`src/rtl/adder_pkg.sv`:
```
// adder_pkg: shared definitions for the flit-stream adder arbiter.
//   N_DEF / NUM_REQ_DEF / MAX_FLITS_DEF : default operand width, requester count, flit limit
//   ID_W_DEF                            : requester index width for the default requester count
//   arb_state_e                         : arbiter state (IDLE, BUSY)
//   rr_first()                          : round-robin pick, first set bit at or after ptr (cyclic)
package adder_pkg;

    localparam int N_DEF         = 15;
    localparam int NUM_REQ_DEF   = 4;
    localparam int MAX_FLITS_DEF = 20;
    localparam int ID_W_DEF      = $clog2(NUM_REQ_DEF);

    typedef enum logic {
        IDLE = 1'b0,
        BUSY = 1'b1
    } arb_state_e;

    // Returns the index of the first set request at or after ptr, wrapping
    // at num; -1 when no request is set. Supports up to 32 requesters.
    function automatic int rr_first(input logic [31:0] req, input int ptr, input int num);
        int k;
        rr_first = -1;
        for (int i = 0; i < 32; i++) begin
            k = ptr + i;
            if (k >= num) k = k - num;
            if (i < num && rr_first < 0 && req[k[4:0]]) rr_first = k;
        end
    endfunction

endpackage

```
`src/rtl/adder.sv`:
```
// adder: the characterized combinational adder; carry out is dropped.
//   input1, input2 : N-bit operands
//   sum            : (input1 + input2) mod 2^N
module adder #(
    parameter int N = 15
) (
    input  logic [N-1:0] input1,
    input  logic [N-1:0] input2,
    output logic [N-1:0] sum
);

    assign sum = input1 + input2;

endmodule

```
`src/rtl/adder_flit_arbiter_rr_pick.sv`:
```
// rr_pick: combinational round-robin selector.
//   req   : request vector, one bit per requester
//   ptr   : highest-priority index for this pick
//   idx   : chosen requester (0 when nothing is requested)
//   found : at least one request is set
module rr_pick
    import adder_pkg::*;
#(
    parameter  int NUM_REQ = NUM_REQ_DEF,
    localparam int ID_W    = $clog2(NUM_REQ)
) (
    input  logic [NUM_REQ-1:0] req,
    input  logic [ID_W-1:0]    ptr,
    output logic [ID_W-1:0]    idx,
    output logic               found
);

    int pick;

    always_comb begin
        pick  = rr_first(32'(req), int'(ptr), NUM_REQ);
        found = (pick >= 0);
        idx   = '0;
        if (found) idx = ID_W'(pick);
    end

endmodule

```
`src/rtl/adder_flit_arbiter.sv`:
```
// adder_flit_arbiter: shares one adder between NUM_REQ flit-stream requesters.
// Packet-granular round robin; the grant is held until the last flit (or the
// MAX_FLITS-th flit) is accepted. Operand registers only load on an accepted
// flit, so the adder inputs are frozen between packets.
//   clk, rst              : clock, synchronous active-high reset
//   req_valid/req_last    : per-requester flit valid and last-of-packet flag
//   req_op1/req_op2       : flattened operands, requester i at [i*N +: N]
//   req_ready             : per-requester accept
//   res_valid/res_ready   : result handshake
//   res_sum/res_id        : sum of the registered operands and its requester
//   res_last              : result closes its packet (normal or forced)
//   err_trunc             : one-cycle pulse with a result that was force-released
module adder_flit_arbiter
    import adder_pkg::*;
#(
    parameter  int N         = N_DEF,
    parameter  int NUM_REQ   = NUM_REQ_DEF,
    parameter  int MAX_FLITS = MAX_FLITS_DEF,
    localparam int ID_W      = $clog2(NUM_REQ),
    localparam int CNT_W     = $clog2(MAX_FLITS)
) (
    input  logic                 clk,
    input  logic                 rst,
    input  logic [NUM_REQ-1:0]   req_valid,
    input  logic [NUM_REQ-1:0]   req_last,
    input  logic [NUM_REQ*N-1:0] req_op1,
    input  logic [NUM_REQ*N-1:0] req_op2,
    output logic [NUM_REQ-1:0]   req_ready,
    output logic                 res_valid,
    input  logic                 res_ready,
    output logic [N-1:0]         res_sum,
    output logic [ID_W-1:0]      res_id,
    output logic                 res_last,
    output logic                 err_trunc
);

    arb_state_e         state_q;
    logic [ID_W-1:0]    rr_ptr_q;
    logic [ID_W-1:0]    grant_id_q;
    logic [ID_W-1:0]    res_id_q;
    logic [CNT_W-1:0]   flit_cnt_q;
    logic [N-1:0]       op1_q;
    logic [N-1:0]       op2_q;
    logic               res_valid_q;
    logic               res_last_q;
    logic               err_trunc_q;

    logic [NUM_REQ-1:0] grant_oh;
    logic [ID_W-1:0]    rr_ptr_d;
    logic [ID_W-1:0]    pick_idx;
    logic               pick_found;
    logic               stall;
    logic               accept;
    logic               sel_last;
    logic               cnt_max;
    logic               pkt_end;
    logic [N-1:0]       sel_op1;
    logic [N-1:0]       sel_op2;
    logic [N-1:0]       sum;

    rr_pick #(.NUM_REQ(NUM_REQ)) u_rr_pick (
        .req   (req_valid),
        .ptr   (rr_ptr_q),
        .idx   (pick_idx),
        .found (pick_found)
    );

    adder #(.N(N)) u_adder (
        .input1 (op1_q),
        .input2 (op2_q),
        .sum    (sum)
    );

    always_comb begin
        grant_oh             = '0;
        grant_oh[grant_id_q] = 1'b1;
    end

    // A held result blocks new flits; draining and accepting in one cycle is allowed.
    assign stall     = res_valid_q & ~res_ready;
    assign req_ready = (state_q == BUSY && !stall) ? grant_oh : '0;
    assign accept    = |(req_valid & req_ready);

    assign sel_last  = req_last[grant_id_q];
    assign sel_op1   = req_op1[int'(grant_id_q)*N +: N];
    assign sel_op2   = req_op2[int'(grant_id_q)*N +: N];
    assign cnt_max   = (flit_cnt_q == CNT_W'(MAX_FLITS - 1));
    assign pkt_end   = sel_last | cnt_max;
    assign rr_ptr_d  = (grant_id_q == ID_W'(NUM_REQ - 1)) ? '0 : grant_id_q + ID_W'(1);

    always_ff @(posedge clk) begin
        if (rst) begin
            state_q     <= IDLE;
            rr_ptr_q    <= '0;
            grant_id_q  <= '0;
            flit_cnt_q  <= '0;
            op1_q       <= '0;
            op2_q       <= '0;
            res_valid_q <= 1'b0;
            res_id_q    <= '0;
            res_last_q  <= 1'b0;
            err_trunc_q <= 1'b0;
        end else begin
            case (state_q)
                IDLE: begin
                    if (pick_found) begin
                        grant_id_q <= pick_idx;
                        state_q    <= BUSY;
                    end
                end
                BUSY: begin
                    if (accept) begin
                        op1_q <= sel_op1;
                        op2_q <= sel_op2;
                        if (pkt_end) begin
                            state_q    <= IDLE;
                            rr_ptr_q   <= rr_ptr_d;
                            flit_cnt_q <= '0;
                        end else begin
                            flit_cnt_q <= flit_cnt_q + CNT_W'(1);
                        end
                    end
                end
                default: state_q <= IDLE;
            endcase

            if (accept) begin
                res_valid_q <= 1'b1;
                res_id_q    <= grant_id_q;
                res_last_q  <= pkt_end;
            end else if (res_ready) begin
                res_valid_q <= 1'b0;
            end

            // Only a release caused by the flit limit is a truncation.
            err_trunc_q <= accept & cnt_max & ~sel_last;
        end
    end

    assign res_valid = res_valid_q;
    assign res_sum   = sum;
    assign res_id    = res_id_q;
    assign res_last  = res_last_q;
    assign err_trunc = err_trunc_q;

endmodule
```
`config.mk`:
```
export PLATFORM = sky130hd
export DESIGN_NAME = adder_flit_arbiter
export DESIGN_NICKNAME = d
export VERILOG_FILES = /design/src/rtl/adder_pkg.sv /design/src/rtl/adder.sv /design/src/rtl/adder_flit_arbiter_rr_pick.sv /design/src/rtl/adder_flit_arbiter.sv
export SDC_FILE = /design/constraint.sdc
export NUM_CORES = 1
export LEC_CHECK = 0
export BUFFER_PORTS_ARGS = -buffer_cell sky130_fd_sc_hd__buf_4
export CAP_MARGIN = 5
export CORE_MARGIN = 3
export CORE_UTILIZATION = 48
export CTS_CLUSTER_SIZE = 30
export DETAILED_ROUTE_END_ITERATION = 7
export PLACE_DENSITY = 0.93
export SYNTH_ARGS = -nofsm -noshare
export SYNTH_HDL_FRONTEND = slang
export SYNTH_SLANG_ARGS = --single-unit
```
`constraint.sdc`:
```
create_clock -name clk -period 3 [get_ports clk]
set_input_delay 0.15 -clock clk [delete_from_list [all_inputs] [get_ports clk]]
set_output_delay 0.15 -clock clk [all_outputs]
set_load 0.02 [all_outputs]
```
==> impl_metrics.sql <==
INSERT INTO impl_metrics (metric_group, metric, value, unit) VALUES
('run_status', 'run_status', 'complete, no violations', ''),
('logic_synthesis', 'netlist_top_cells_area', 'sky130_fd_sc_hd__dfxtp_1, sky130_fd_sc_hd__mux4_2, sky130_fd_sc_hd__ha_1, sky130_fd_sc_hd__nand2_1, sky130_fd_sc_hd__a21oi_1', ''),
('global_route', 'busiest_layer', 'met2', ''),
('clocking', 'clock_sink_count', '45', ''),
('logic_synthesis', 'ys.warnings.count', '0', ''),
('global_route', 'grt_use_met3', '5.53', '%'),
('power', 'power.share.combinational', '47.5', '%'),
('placement', 'dp_hpwl', '8270', 'µm'),
('hold_path', 'path_type_of_the_worst_min_delay_path', 'in -> reg', ''),
('logic_synthesis', 'synth_top_cell_area_share', '27.1', '%'),
('logic_synthesis', 'yosys_register_bits', '45', ''),
('cells_and_area', 'areaGrowthSynthToFinish', '38.6', '%'),
('power', 'cellInternalPower', '1.32', 'mW'),
('worst_setup_path', 'rrSetupSlack', '630', 'ps'),
('timing', 'timing.final.hold_violations', '0', ''),
('logic_synthesis', 'syn-mean-instance-area', '9.29', 'µm²'),
('global_route', 'maximum_number_of_pins_on_one_net_before_global_route_repair', '41', ''),
('power', 'clock_power_share', '17.6', '%'),
('floorplanning', 'die_width', '89.2', 'µm'),
('detailed_routing', 'wl_per_cell', '17.3', 'µm'),
('cells_and_area', 'nets', '660', ''),
('global_route', 'antenna_found_initial', '0', ''),
('worst_setup_path', 'r2r_cells', '8', ''),
('cells_and_area', 'final-instance-count-excl-fill', '582', ''),
('power', 'power.net_switching', '0.740', 'mW'),
('timing', 'final.setup_skew', '3.87', 'ps'),
('logic_synthesis', 'ys.flop_type', 'sky130_fd_sc_hd__dfxtp_1', ''),
('cells_and_area', 'post-route-util', '70.6', '%'),
('clocking', 'cts_post_setup_buffers_inserted', '0', ''),
('worst_setup_path', 'timing.critical_path.from_type', 'flop', ''),
('logic_synthesis', 'synth.cell_area', '3330', 'µm²'),
('cells_and_area', 'filler_cell_count', '494', ''),
('worst_setup_path', 'worst_r2r_endpoint', 'grant_id_q[1]', ''),
('clocking', 'root_buf_cell', 'sky130_fd_sc_hd__clkbuf_8', ''),
('hold_path', 'hold-path-cell-count', '3', ''),
('worst_setup_path', 'timing.critical_path.to_type', 'output pin', ''),
('global_route', 'remaining_overflow_grt', '0', ''),
('floorplanning', 'floorplan.rows', '29', ''),
('cells_and_area', 'diodes', '0', ''),
('floorplanning', 'boundaryPins', '155', ''),
('timing', 'whs', '229', 'ps'),
('global_route', 'total_grt_usage', '26.0', '%'),
('logic_synthesis', 'cell_with_the_most_instances_after_synthesis', 'sky130_fd_sc_hd__nand2_1', ''),
('placement', 'dpl.cell_count', '574', ''),
('clocking', 'clkTransAtPathRegs', '80', 'ps'),
('clocking', 'numCtsBuffers', '5', ''),
('worst_setup_path', 'crit_path_start', 'op1_q[0]', ''),
('detailed_routing', 'firstDrtPassIters', '4', ''),
('power', 'switch_share', '35.9', '%'),
('worst_setup_path', 'required', '2850', 'ps'),
('timing', 'max_freq', '0.375', 'GHz'),
('cells_and_area', 'drive_gt1_share', '41.4', '%'),
('power', 'power_density', '448', 'nW/µm²'),
('detailed_routing', 'drt-initial-drc-count', '179', ''),
('logic_synthesis', 'yosysSeqAreaShare', '27.1', '%'),
('timing', 'setup-tns-final', '0', 'ps'),
('floorplanning', 'total_die_area', '7960', 'µm²'),
('hold_path', 'hold_end', 'grant_id_q[1]', ''),
('timing', 'setup_violations', '0', ''),
('worst_setup_path', 'worstPathMaxFanout', '3', ''),
('placement', 'number_of_buffer_cells_added_on_primary_ports', '154', ''),
('logic_synthesis', 'yosysUniqueCellTypes', '43', ''),
('global_route', 'global_route.usage.met1', '30.3', '%'),
('clocking', 'cts_tree', 'built', ''),
('worst_setup_path', 'criticalPathCategory', 'reg -> out', ''),
('logic_synthesis', 'syn_inst', '358', ''),
('detailed_routing', 'antenna_left', '0', ''),
('detailed_routing', 'viasPerCell', '5.71', ''),
('logic_synthesis', 'synth.cells.most_frequent', 'sky130_fd_sc_hd__nand2_1, sky130_fd_sc_hd__a21oi_1, sky130_fd_sc_hd__dfxtp_1', ''),
('logic_synthesis', 'synth_async_sr_flop_share', '0', '%'),
('power', 'pwr-share-seq', '35.0', '%');
[kinds of logic (layout without fill, tap and decap cells)]
family	count (synthesis)	after routing	synth area share, %
fa+ha+maj	25	25	9.63
xor+xnor	17	17	4.48
mux	40	40	25.1
buf+inv	31	178	4.10
compound gates	75	75	12.9
simple gates	125	125	16.8
flops	45	45	27.1
[final cells by class]
class                      instances  share of cell area, %
sequential                        45                   19.6
timing repair buffer             160                   26.1
multi-input combinational        282                   49.7
clock buffer                       6                   1.57
tap                               77                   2.09
clock inverter                     2                  0.217
inverter                          10                  0.815
[flip-flops by register name, indices dropped and copies added (netlist names)]
register / count
flit_cnt_q: 5
grant_id_q: 2
err_trunc: 1
res_last: 1
res_id: 2
res_valid: 1
rr_ptr_q: 2
op1_q: 15
state_q: 1
op2_q: 15
[metrics by stage]
step	cell area, µm²	setup WS (ps)
finish	4610	331
global route	4610	218
global placement	4530	733
floorplan	3330	768
CTS	4610	336
detailed placement	4530	659
[placed cells by master, fill, tap and decap left out, types with 2 or more instances in the layout]
cell,Yosys,routed
sky130_fd_sc_hd__ha_1,24,24
sky130_fd_sc_hd__mux4_2,33,33
sky130_fd_sc_hd__a311oi_1,2,2
sky130_fd_sc_hd__nand4b_1,2,2
sky130_fd_sc_hd__xnor2_1,10,10
sky130_fd_sc_hd__nand2b_1,4,4
sky130_fd_sc_hd__mux2i_1,3,3
sky130_fd_sc_hd__a21oi_1,48,48
sky130_fd_sc_hd__xor2_1,7,7
sky130_fd_sc_hd__mux2_2,3,3
sky130_fd_sc_hd__o211ai_1,3,3
sky130_fd_sc_hd__a22oi_1,3,3
sky130_fd_sc_hd__nor2_2,2,2
sky130_fd_sc_hd__nor3_1,3,3
sky130_fd_sc_hd__a31oi_1,5,5
sky130_fd_sc_hd__and3_1,5,5
sky130_fd_sc_hd__nor2b_1,2,2
sky130_fd_sc_hd__nor2_1,17,17
sky130_fd_sc_hd__o21ai_0,6,6
sky130_fd_sc_hd__buf_4,2,160
sky130_fd_sc_hd__dfxtp_1,45,44
sky130_fd_sc_hd__a21o_1,5,5
sky130_fd_sc_hd__nand4_1,3,3
sky130_fd_sc_hd__clkinv_2,0,2
sky130_fd_sc_hd__and2_1,3,3
sky130_fd_sc_hd__clkbuf_8,0,5
sky130_fd_sc_hd__nand2_1,76,76
sky130_fd_sc_hd__inv_1,10,10
[per-layer routing]
layer | share of wire (%) | up-vias
met5 | 0 | -
met4 | 3.4 | 0
met2 | 54 | 146
met1 | 37 | 1555
met3 | 6.1 | 35
li1 | - | 1587
[power groups by stage]
stage / clock (mW) / combinational, mW / sequential (mW)
6_report: 0.362 / 0.980 / 0.721
5_1_grt: 0.386 / 1.07 / 0.730
4_1_cts: 0.363 / 0.982 / 0.721
3_5_place_dp: 0 / 0.976 / 0.734
3_3_place_gp: 0 / 0.948 / 0.730
2_1_floorplan: 0 / 0.645 / 0.716
[worst max path at each step]
stage                    end  cells after the start
4_1_cts          res_sum[14]                      9
5_1_grt          res_sum[14]                      9
3_3_place_gp   grant_id_q[1]                      8
3_5_place_dp   grant_id_q[1]                      8
6_report         res_sum[14]                      9
2_1_floorplan  grant_id_q[1]                      9
[critical path, cell delays in order (launching register included)]
cell                       delay, ps
sky130_fd_sc_hd__dfxtp_1         320
sky130_fd_sc_hd__ha_1            230
sky130_fd_sc_hd__fa_1            430
sky130_fd_sc_hd__a21o_1          220
sky130_fd_sc_hd__nand3_1         130
sky130_fd_sc_hd__a21oi_1         120
sky130_fd_sc_hd__a222oi_1        320
sky130_fd_sc_hd__a21oi_1         140
sky130_fd_sc_hd__xnor2_1         150
sky130_fd_sc_hd__buf_4           160
Note: power is estimated with default switching activity, not from simulation.
